## config.mk

```make
export PLATFORM = sky130hd
export DESIGN_NAME = crop_window_flat
export DESIGN_NICKNAME = d
export VERILOG_FILES = /design/src/rtl/crop_pkg.sv /design/src/rtl/crop_window_if.sv /design/src/rtl/crop_raster_counter.sv /design/src/rtl/crop_window.sv /design/src/flat_wrapper.sv
export SDC_FILE = /design/constraint.sdc
export NUM_CORES = 1
export LEC_CHECK = 0
export CAP_MARGIN = 20
export CORE_MARGIN = 1
export CORE_UTILIZATION = 30
export CTS_CLUSTER_DIAMETER = 40
export CTS_CLUSTER_SIZE = 12
export DETAILED_ROUTE_END_ITERATION = 8
export GPL_ROUTABILITY_DRIVEN = 0
export MAX_ROUTING_LAYER = met4
export SYNTH_ARGS = -nofsm -noshare
export SYNTH_HDL_FRONTEND = slang
export SYNTH_SLANG_ARGS = --single-unit
export TNS_END_PERCENT = 10
```

## constraint.sdc

```tcl
create_clock -name iCLK -period 3.25 [get_ports iCLK]
set_input_delay 0.8125 -clock iCLK [delete_from_list [all_inputs] [get_ports iCLK]]
set_output_delay 0.8125 -clock iCLK [all_outputs]
set_load 0.01 [all_outputs]
```

## src/rtl/crop_pkg.sv

```systemverilog
// -----------------------------------------------------------------------------
// crop_pkg
//  Shared definitions for the crop_window block and its raster counter.
//  Contents:
//    H_ACT_DEF / V_ACT_DEF  default active raster size (640x480)
//    crop_state_t           vertical window state (before / inside / after)
//    clamp_xstart()         limits a detected left edge so the window fits
// -----------------------------------------------------------------------------
package crop_pkg;

    localparam int H_ACT_DEF = 640;
    localparam int V_ACT_DEF = 480;

    typedef enum logic [1:0] {
        S_PRE  = 2'd0,
        S_WIN  = 2'd1,
        S_POST = 2'd2
    } crop_state_t;

    // Largest legal left edge is lineWidth - cropWidth; anything beyond is pulled back.
    function automatic logic [15:0] clamp_xstart(
        input logic [15:0] xs,
        input logic [15:0] w,
        input logic [15:0] h
    );
        logic [15:0] lim;
        lim = h - w;
        if (xs > lim) begin
            return lim;
        end else begin
            return xs;
        end
    endfunction

endpackage

```

## src/rtl/crop_window_if.sv

```systemverilog
// -----------------------------------------------------------------------------
// crop_window_if
//  Pixel stream bundle around crop_window.
//  Source side (master): iDVAL, iDATA[DW], iXSTART[16]
//  Cropped side (slave drives): oDVAL, oDATA[DW], oX[16], oY[16], oFRAME_DONE
//  With CROP_PIXCNT_EN defined an extra oPIXCNT[20] is carried.
// -----------------------------------------------------------------------------
interface crop_window_if #(
    parameter int DW = 10
);
    logic          iDVAL;
    logic [DW-1:0] iDATA;
    logic [15:0]   iXSTART;
    logic          oDVAL;
    logic [DW-1:0] oDATA;
    logic [15:0]   oX;
    logic [15:0]   oY;
    logic          oFRAME_DONE;
`ifdef CROP_PIXCNT_EN
    logic [19:0]   oPIXCNT;

    modport master (
        output iDVAL, iDATA, iXSTART,
        input  oDVAL, oDATA, oX, oY, oFRAME_DONE, oPIXCNT
    );
    modport slave (
        input  iDVAL, iDATA, iXSTART,
        output oDVAL, oDATA, oX, oY, oFRAME_DONE, oPIXCNT
    );
`else
    modport master (
        output iDVAL, iDATA, iXSTART,
        input  oDVAL, oDATA, oX, oY, oFRAME_DONE
    );
    modport slave (
        input  iDVAL, iDATA, iXSTART,
        output oDVAL, oDATA, oX, oY, oFRAME_DONE
    );
`endif
endinterface

```

## src/rtl/crop_raster_counter.sv

```systemverilog
// -----------------------------------------------------------------------------
// crop_raster_counter
//  Tracks the raster position of the current input pixel. Counters advance
//  only on valid pixels; there are no sync inputs, so the first valid pixel
//  after reset is (0,0).
//  Ports:
//    iCLK, iRST (async active-low), iDVAL
//    x, y        position of the pixel presented this cycle
//    frameStart  pixel is (0,0)
//    lineEnd     pixel is the last of its line
//    frameEnd    pixel is the last of the frame
// -----------------------------------------------------------------------------
module crop_raster_counter
    import crop_pkg::*;
#(
    parameter int H_ACT = H_ACT_DEF,
    parameter int V_ACT = V_ACT_DEF
) (
    input  logic        iCLK,
    input  logic        iRST,
    input  logic        iDVAL,
    output logic [15:0] x,
    output logic [15:0] y,
    output logic        frameStart,
    output logic        lineEnd,
    output logic        frameEnd
);
    localparam logic [15:0] X_LAST = 16'(H_ACT - 1);
    localparam logic [15:0] Y_LAST = 16'(V_ACT - 1);

    logic [15:0] xR;
    logic [15:0] yR;

    // Raster position, stepped once per valid pixel with line and frame wrap.
    always_ff @(posedge iCLK or negedge iRST) begin
        if (!iRST) begin
            xR <= 16'd0;
            yR <= 16'd0;
        end else if (iDVAL) begin
            if (xR == X_LAST) begin
                xR <= 16'd0;
                if (yR == Y_LAST) begin
                    yR <= 16'd0;
                end else begin
                    yR <= yR + 16'd1;
                end
            end else begin
                xR <= xR + 16'd1;
            end
        end else begin
            xR <= xR;
            yR <= yR;
        end
    end

    assign x          = xR;
    assign y          = yR;
    assign frameStart = (xR == 16'd0) && (yR == 16'd0);
    assign lineEnd    = (xR == X_LAST);
    assign frameEnd   = (xR == X_LAST) && (yR == Y_LAST);

endmodule

```

## src/rtl/crop_window.sv

```systemverilog
// -----------------------------------------------------------------------------
// crop_window
//  Passes only the pixels of a CROP_W x CROP_H window whose left edge is the
//  X-start latched at the first pixel of each frame and whose top line is
//  Y_START. Output is registered one cycle after the input pixel and carries
//  the in-window column/row.
//  Ports:
//    iCLK  pixel clock
//    iRST  asynchronous active-low reset
//    bus   crop_window_if.slave (iDVAL/iDATA/iXSTART in, oDVAL/oDATA/oX/oY/
//          oFRAME_DONE out)
//  Optional feature macro: CROP_PIXCNT_EN -> bus.oPIXCNT, number of pixels
//  emitted in the frame, updated together with oFRAME_DONE.
// -----------------------------------------------------------------------------
module crop_window
    import crop_pkg::*;
#(
    parameter int DW      = 10,
    parameter int H_ACT   = H_ACT_DEF,
    parameter int V_ACT   = V_ACT_DEF,
    parameter int CROP_W  = 320,
    parameter int CROP_H  = 240,
    parameter int Y_START = 50
) (
    input  logic         iCLK,
    input  logic         iRST,
    crop_window_if.slave bus
);
    localparam logic [15:0] H_ACT16    = 16'(H_ACT);
    localparam logic [15:0] CW16       = 16'(CROP_W);
    localparam logic [15:0] CH16       = 16'(CROP_H);
    localparam logic [15:0] YS16       = 16'(Y_START);
    localparam logic [15:0] XS_RST     = 16'((H_ACT - CROP_W) / 2);
    localparam logic [15:0] WIN_LAST_Y = 16'(Y_START + CROP_H - 1);
    localparam logic [15:0] PRE_LAST_Y = (Y_START > 0) ? 16'(Y_START - 1) : 16'd0;
    // Window starting on line 0 is entered at the frame wrap; window ending on
    // the last line leaves at the frame wrap.
    localparam logic ENTRY_AT_WRAP = (Y_START == 0) ? 1'b1 : 1'b0;
    localparam logic EXIT_AT_WRAP  = ((Y_START + CROP_H) == V_ACT) ? 1'b1 : 1'b0;

    logic [15:0]   rasterX;
    logic [15:0]   rasterY;
    logic          frameStart;
    logic          lineEnd;
    logic          frameEnd;

    logic [15:0]   xsAct;
    crop_state_t   state;

    logic          inWin;
    logic          lastPix;
    logic          enterWin;
    logic [15:0]   relX;
    logic [15:0]   relY;

    logic          oDvalR;
    logic [DW-1:0] oDataR;
    logic [15:0]   oXR;
    logic [15:0]   oYR;
    logic          oDoneR;

    crop_raster_counter #(
        .H_ACT (H_ACT),
        .V_ACT (V_ACT)
    ) u_raster (
        .iCLK       (iCLK),
        .iRST       (iRST),
        .iDVAL      (bus.iDVAL),
        .x          (rasterX),
        .y          (rasterY),
        .frameStart (frameStart),
        .lineEnd    (lineEnd),
        .frameEnd   (frameEnd)
    );

    // Window membership and in-window coordinates of the current pixel.
    // xsAct is a register, so a frame-wrap pixel still sees the previous edge.
    always_comb begin
        relX     = rasterX - xsAct;
        relY     = rasterY - YS16;
        inWin    = 1'b0;
        lastPix  = 1'b0;
        enterWin = 1'b0;
        if ((state == S_WIN) && (rasterX >= xsAct) && (rasterX < (xsAct + CW16))) begin
            inWin = 1'b1;
        end else begin
            inWin = 1'b0;
        end
        if (inWin && (relX == (CW16 - 16'd1)) && (relY == (CH16 - 16'd1))) begin
            lastPix = 1'b1;
        end else begin
            lastPix = 1'b0;
        end
        if (ENTRY_AT_WRAP) begin
            enterWin = frameEnd;
        end else begin
            enterWin = lineEnd && (rasterY == PRE_LAST_Y);
        end
    end

    // Left edge for this frame, captured only on the (0,0) pixel.
    always_ff @(posedge iCLK or negedge iRST) begin
        if (!iRST) begin
            xsAct <= XS_RST;
        end else if (bus.iDVAL && frameStart) begin
            xsAct <= clamp_xstart(bus.iXSTART, CW16, H_ACT16);
        end else begin
            xsAct <= xsAct;
        end
    end

    // Vertical window state machine, stepped on valid pixels.
    always_ff @(posedge iCLK or negedge iRST) begin
        if (!iRST) begin
            state <= S_PRE;
        end else if (bus.iDVAL) begin
            case (state)
                S_PRE: begin
                    if (enterWin) begin
                        state <= S_WIN;
                    end else begin
                        state <= S_PRE;
                    end
                end
                S_WIN: begin
                    if (lineEnd && (rasterY == WIN_LAST_Y)) begin
                        if (EXIT_AT_WRAP && ENTRY_AT_WRAP) begin
                            state <= S_WIN;
                        end else if (EXIT_AT_WRAP) begin
                            state <= S_PRE;
                        end else begin
                            state <= S_POST;
                        end
                    end else begin
                        state <= S_WIN;
                    end
                end
                S_POST: begin
                    if (frameEnd) begin
                        state <= ENTRY_AT_WRAP ? S_WIN : S_PRE;
                    end else begin
                        state <= S_POST;
                    end
                end
                default: begin
                    state <= S_PRE;
                end
            endcase
        end else begin
            state <= state;
        end
    end

    // Registered output stream; data and coordinates hold between window pixels.
    always_ff @(posedge iCLK or negedge iRST) begin
        if (!iRST) begin
            oDvalR <= 1'b0;
            oDataR <= '0;
            oXR    <= 16'd0;
            oYR    <= 16'd0;
            oDoneR <= 1'b0;
        end else begin
            oDvalR <= bus.iDVAL && inWin;
            oDoneR <= bus.iDVAL && lastPix;
            if (bus.iDVAL && inWin) begin
                oDataR <= bus.iDATA;
                oXR    <= relX;
                oYR    <= relY;
            end else begin
                oDataR <= oDataR;
                oXR    <= oXR;
                oYR    <= oYR;
            end
        end
    end

    assign bus.oDVAL       = oDvalR;
    assign bus.oDATA       = oDataR;
    assign bus.oX          = oXR;
    assign bus.oY          = oYR;
    assign bus.oFRAME_DONE = oDoneR;

`ifdef CROP_PIXCNT_EN
    logic [19:0] pixCnt;
    logic [19:0] pixCntNext;
    logic [19:0] oPixCntR;

    // Running count including the pixel presented this cycle.
    always_comb begin
        pixCntNext = pixCnt;
        if (inWin) begin
            pixCntNext = pixCnt + 20'd1;
        end else begin
            pixCntNext = pixCnt;
        end
    end

    // Per-frame emitted-pixel count, published on the last window pixel.
    always_ff @(posedge iCLK or negedge iRST) begin
        if (!iRST) begin
            pixCnt   <= 20'd0;
            oPixCntR <= 20'd0;
        end else if (bus.iDVAL) begin
            if (lastPix) begin
                oPixCntR <= pixCntNext;
            end else begin
                oPixCntR <= oPixCntR;
            end
            if (frameEnd) begin
                pixCnt <= 20'd0;
            end else begin
                pixCnt <= pixCntNext;
            end
        end else begin
            pixCnt   <= pixCnt;
            oPixCntR <= oPixCntR;
        end
    end

    assign bus.oPIXCNT = oPixCntR;
`endif

endmodule

```

## src/flat_wrapper.sv

```systemverilog
// flat-port wrapper written by rule: the top's interface ports become plain ports
module crop_window_flat import crop_pkg::*;
#(
    parameter int DW      = 10,
    parameter int H_ACT   = H_ACT_DEF,
    parameter int V_ACT   = V_ACT_DEF,
    parameter int CROP_W  = 320,
    parameter int CROP_H  = 240,
    parameter int Y_START = 50
)
  (iCLK, iRST, bus_iDVAL, bus_iDATA, bus_iXSTART, bus_oDVAL, bus_oDATA, bus_oX, bus_oY, bus_oFRAME_DONE);
  crop_window_if #(.DW(DW)) bus_i ();
  input  logic iCLK;
  input  logic iRST;
  input wire logic [$bits(bus_i.iDVAL)-1:0] bus_iDVAL;
  input wire logic [$bits(bus_i.iDATA)-1:0] bus_iDATA;
  input wire logic [$bits(bus_i.iXSTART)-1:0] bus_iXSTART;
  output wire logic [$bits(bus_i.oDVAL)-1:0] bus_oDVAL;
  output wire logic [$bits(bus_i.oDATA)-1:0] bus_oDATA;
  output wire logic [$bits(bus_i.oX)-1:0] bus_oX;
  output wire logic [$bits(bus_i.oY)-1:0] bus_oY;
  output wire logic [$bits(bus_i.oFRAME_DONE)-1:0] bus_oFRAME_DONE;
  assign bus_i.iDVAL = bus_iDVAL;
  assign bus_i.iDATA = bus_iDATA;
  assign bus_i.iXSTART = bus_iXSTART;
  assign bus_oDVAL = bus_i.oDVAL;
  assign bus_oDATA = bus_i.oDATA;
  assign bus_oX = bus_i.oX;
  assign bus_oY = bus_i.oY;
  assign bus_oFRAME_DONE = bus_i.oFRAME_DONE;
  crop_window #(.DW(DW), .H_ACT(H_ACT), .V_ACT(V_ACT), .CROP_W(CROP_W), .CROP_H(CROP_H), .Y_START(Y_START)) u_core (.iCLK(iCLK), .iRST(iRST), .bus(bus_i));
endmodule
```

# == After elaboration in Yosys (flattened, before gate mapping) ==
# Cells that the tools add are included.
# op_classes
magnitude_cmp,3
n_addsub,5
mux,9
eq_ne,8
n_reduce_logical,15
# op_table
operator,n
"16-bit by 9-bit equality test with 1-bit output, second input constant",3
16-bit two-way mux,3
"16-bit by 1-bit adder with 16-bit output, second input constant",2
16-bit logical NOT,2
"16-bit by 9-bit adder with 16-bit output, second input constant",1
"16-bit by 10-bit equality test with 1-bit output, second input constant",1
"16-bit by 6-bit equality test with 1-bit output, second input constant",1
"16-bit by 8-bit equality test with 1-bit output, second input constant",1
16-bit >= comparator,1
"16-bit by 9-bit > comparator with 1-bit output, second input constant",1
16-bit less-than comparator,1
16-bit subtractor,1
"16-bit by 6-bit subtractor with 16-bit output, second input constant",1
1-bit logical AND,11
2-bit case mux with 3 select lines,1
2-bit two-way mux,2
1-bit two-way mux,3
"2-bit by 1-bit equality test with 1-bit output, second input constant",1
"2-bit equality test, second input constant",1
2-bit logical NOT,1
2-bit AND reduction,1
# totals
reg_bits,94
input_bits,29

# == Logic depth before layout (Yosys ltp) ==
# depth
depth_word,8
depth_mapped,15
mapped_depth_nobuf,13

# == Hierarchy ==
# A second synthesis with hierarchy kept.
# hier_totals
cells_unflattened,595
area_unflattened_um2,5649.2
# by_module_without_submodules
module,cells_each,n_inst,seq_area_each_um2,area_per_inst_um2
crop_window,411,1,1554.0,3947.5
crop_raster_counter,184,1,800.8,1701.6

# == Worst setup path before layout ==
# Ideal clock, no wire load.
# synth_timing
path_kind,flip-flop to flip-flop
start,reg u_core.u_raster.xR[0] (netlist: u_core.u_raster.x[0])
end,reg u_core.oXR[11] (netlist: u_core.bus.oX[11])
stages_incl_launch_ff,13
slack_ns,0.304
required_time_ns,3.125
t_arrival_ns,2.821
synth_period_minus_slack_ns,2.946
path_buffers,2
setup_ns,0.125
path_cell_list,dfrtp_1 inv_1 ha_1 inv_1 fa_1 a21o_1 a221oi_2 o31ai_1 a21o_1 o211ai_1 buf_4 buf_4 mux2_2
# synth_via
elab_chain_len,5
word_cells_on_any_way,7
classes_between,1 x add/sub; 2 x order compare; 1 x mux; 3 x reduce/logical
# synth_rtl
element,line_no,text
from (decl),crop_raster_counter.sv:31,logic [15:0] xR;
from (signal assigned),crop_raster_counter.sv:48,xR <= xR + 16'd1;
from (signal assigned),crop_raster_counter.sv:51,xR <= xR;
16-bit >= comparator,crop_window.sv:84,if ((state == S_WIN) && (rasterX >= xsAct) && (rasterX < (xsAct + CW16))) begin
1-bit logical AND (2 in series),crop_window.sv:84,
1-bit two-way mux,crop_window.sv:84,
1-bit logical AND,crop_window.sv:165,if (bus.iDVAL && inWin) begin
to (signal assigned),crop_window.sv:167,oXR <= relX;
to (signal assigned),crop_window.sv:171,oXR <= oXR;
to (decl),crop_window.sv:58,logic [15:0] oXR;
# Parallel ways exist; a longest one is shown, timed or not.
# A chain may end at the register's enable or synchronous reset.

# == Final worst setup path ==
# layout_timing
start,reg u_core.xsAct[8]
end,reg u_core.oXR[5] (netlist: u_core.bus.oX[5])
# layout_via
elab_chain_len,5
word_cells_on_any_way,7
classes_between,1 x add/sub; 2 x order compare; 1 x mux; 3 x reduce/logical
# layout_rtl
element,line_no,text
from (decl),crop_window.sv:47,logic [15:0] xsAct;
from (signal assigned),crop_window.sv:106,"xsAct <= clamp_xstart(bus.iXSTART, CW16, H_ACT16);"
from (signal assigned),crop_window.sv:108,xsAct <= xsAct;
16-bit by 9-bit adder with 16-bit output / 16-bit >= comparator (equally long branches),crop_window.sv:84,
16-bit less-than comparator / 1-bit logical AND (equally long branches),crop_window.sv:84,
1-bit logical AND (*),crop_window.sv:84,
1-bit two-way mux (*),crop_window.sv:84,
1-bit logical AND (*),crop_window.sv:165,
# Every way passes the cells marked *; elsewhere a longest branch is shown, timed or not.

==> summary.md <==
| Metric | Value |
|---|---|
| Placed inst area | approximately 6700 µm² |
| CP endpoint kind | register |
| Peak VDD IR | 0.250 mV |
| Min-delay worst type | input port to async pin |
| Syn Nets | approximately 680 |
| Clock Sinks | 94 |
| N_diodes | 0 |
| Initial DRC Count | 270 |
| First-pass detailed-route iteration total | 6 |
| All-Layer GR Usage | 0.150 |
| Critical register-to-register path startpoint | u_core.xsAct[8] |
| Die W | approximately 140 µm |
| Rows | just under 50 |
| Pin count of the biggest net entering global routing | 57 |
| Power Dens Cells | between 400 and 500 nW/µm² |
| Slew HR | 0.548 |
| Clk buf depth | 2 |
| Crit path capture | u_core.bus.oX[5] |
| Initial antenna violation count | 0 |
| Leak | roughly 3.2 nW |
| Clk_lat worst skew | 350 ps |
| Final WS setup | around 210 ps |
| Final hold vios | 0 |
| DR vias/cell | ~5 |
| Top cells by count, synth | 92 x dfrtp_1, 90 x nand2_1, 46 x o21ai_0 |
| Sequential cell area fraction in the yosys report | 0.419 |
| Final instance area | roughly 7000 µm² |
| Final Setup Violations | 0 |
| Post-synth top flop | dfrtp_1 |
| Syn_area_per_cell | around 9 µm² |
| Netlist cell types | 67 |
| Critical Path Source Type | register |
| Top cells by area, synth | dfrtp_1 41%, ha_1 7.8%, nand2_1 6.0%, xnor2_1 5.9%, o21ai_0 4.1% |
| EDFF count, synth | 0 |
| GRT overflow | 0 |
| IO Count | 73 |
| First-pass GRT wire length | 22500 µm |
| Failing checks | DRC |
| Initial core utilization | 0.310 |
| Root Driver | clkbuf_16 |
| Worst-Margin Slew | just under 700 ps |
| # fillers | 1858 |
| Syn Inst Count | 612 |
| Detailed-route wire length | between 10000 and 15000 µm |
| Area of the die | between 15000 and 20000 µm² |
| # DRC | 7 |
| Via count of the routed design | ~4500 |
| Clock Pin Slew Worst Setup and Hold Paths | about 70 ps |
| Buffers added on ports | just over 70 |
| Worst EP arrival | about 3300 ps |
| Min Hold Slack | 436 ps |
| Routed len/inst | 14.4 µm |
| DRT antenna net count | 0 |
| Post-synth top area share | 0.409 |
| Achievable frequency | 0.328 GHz |
| R2R setup slack | roughly 210 ps |
| DP Worst Slack | about 150 ps |
| Die Height | roughly 140 µm |
| Vias in the first global route | ~4400 |
| Layout area overhead | 24.0% |
| Setup Crit Path Kind | register to register |
| Status | finished, violations left |
| Count leader, synth | dfrtp_1 |
| Reg2reg path depth | 10 |
| Final Net Count | around 750 |
| Levels on crit path | 10 |
| Area leader, netlist | dfrtp_1 |
| H-tree levels | 3 |
| Largest stage delay, worst path | 480 ps |
| Synthesized area | between 5000 and 6000 µm² |
| Post-synth ARST share | 1.00 |
| Tmin final | 3040 ps |
| HPWL after DPL | a little over 10000 µm |
| CTS tree | yes |
| Worst-path cell chain | inv_1 -> ha_1 -> and3_1 -> a2111oi_1 -> o31ai_1 -> a21o_1 -> o211ai_1 -> buf_4 -> buf_12 -> mux2_2 |
| Worst clock skew | roughly 8.6 ps |
| Placed Cells | a little over 900 |
| Slowest CP cell | dfrtp_1 |
| Maxcap violations | 0 |
| CP bufs+invs | 3 |
| Core region area | roughly 18000 µm² |
| Final non-filler cell total | 922 |
| Fin crit share | 0.937 |
| Worst EP required | between 3000 and 4000 ps |
| Max-slew violation count | 0 |
| CP Launch Point | u_core.xsAct[8] |
| Yosys reg bits | 94 |
| Yosys warnings | 0 |
| CP Max Fanout | 39 |
| Share of post-route cells with drive strength above 1 | 0.0794 |
| Critical R2R Capture | u_core.bus.oX[5] |
| TritonCTS Buffers | 9 |
| Worst path top cell family by delay | compound AO/OA/AOI/OAI gates |
-- cell families (layout without fill, tap and decap cells) --
family	Yosys count	count (layout)	share of synthesized area
adders and majority gates	36	36	0.0814
DFF	94	94	0.419
AOI/OAI and AO/OA	129	129	0.151
muxes	8	8	0.0160
xor gates and xnor gates	53	53	0.0825
and+or+nand+nor	232	232	0.205
buffers and inverters	60	141	0.0449
-- worst reg2reg max path, stage by stage, from the launching register on --
cell       delay (ps)
dfrtp_1           480
inv_1              80
ha_1              410
and3_1            230
a2111oi_1         440
o31ai_1           140
a21o_1            230
o211ai_1          200
buf_4             180
buf_12            190
mux2_2            360
-- cells in the final DEF, fill, tap and decap left out, types with 7 or more instances in the layout --
cell | netlist | routed
dfrtp_1 | 92 | 92
nand2_1 | 90 | 90
clkdlybuf4s50_1 | 0 | 71
o21ai_0 | 46 | 46
xnor2_1 | 38 | 38
nor2_1 | 37 | 37
inv_1 | 35 | 35
ha_1 | 35 | 35
a21oi_1 | 25 | 25
xor2_1 | 15 | 15
nand3_1 | 15 | 15
buf_4 | 3 | 15
nor4_1 | 13 | 13
nor3_1 | 13 | 12
and3_1 | 12 | 12
nand4_1 | 12 | 12
a21o_1 | 11 | 11
and2_1 | 10 | 10
clkbuf_16 | 0 | 9
a22o_1 | 7 | 7
-- per-stage QoR --
step                      total power (W)   util  TNS, ps
after CTS                         0.00303  0.384        0
final                             0.00301  0.384        0
after global placement            0.00195  0.367        0
after floorplan                   0.00173      -        0
after detailed placement          0.00195  0.367        0
after global routing              0.00317  0.384     -204
-- report_power, final --
| part | switching, W | internal [W] | total (W) |
|---|---|---|---|
| logic | 0.000366 | 0.000293 | 0.000659 |
| clock network | 0.000457 | 0.000619 | 0.00108 |
| registers | 0.0000656 | 0.00121 | 0.00127 |
| total | 0.000888 | 0.00212 | 0.00301 |
-- metal layers --
metal	wire, µm	GRT usage
met5	0	-
met4	310	0.0632
met1	6840	0.213
met3	531	0.0242
met2	5570	0.210
-- how the worst min path moves through the flow --
stage          cells past startpoint  slack, ps                    to
2_1_floorplan                      1        450       u_core.state[0]
3_3_place_gp                       2        460   u_core.bus.oDATA[9]
3_5_place_dp                       2        470   u_core.bus.oDATA[4]
4_1_cts                            1        450  u_core.u_raster.y[7]
5_1_grt                            1        480      u_core.bus.oY[2]
6_report                           1        440      u_core.bus.oY[2]
-- flip-flops by register name, indices dropped and copies added (netlist names) --
register,cells
u_core.bus.oDATA,10
u_core.bus.oY,16
u_core.u_raster.y,16
u_core.state,2
u_core.bus.oDVAL,1
u_core.u_raster.x,16
u_core.bus.oX,16
u_core.xsAct,16
u_core.bus.oFRAME_DONE,1
-- what timing repair did --
action | 4_1_cts | 5_1_grt
resized for setup | 0 | 4
hold buffers | 0 | 0
setup buffers | 0 | 0
endpoints found under the setup margin | 0 | 41
hold endpoints to repair | 0 | 0
-- area by class of cell --
type,instances,area [µm²],area share
clock buffers,11,243,0.0348
clock inverters,5,57.6,0.00825
inverters,37,139,0.0199
multi-input cells,458,3030,0.435
flip-flops and latches,94,2350,0.338
well taps,229,287,0.0411
repair buffers,88,863,0.124
Note: power is estimated with default switching activity, not from simulation.
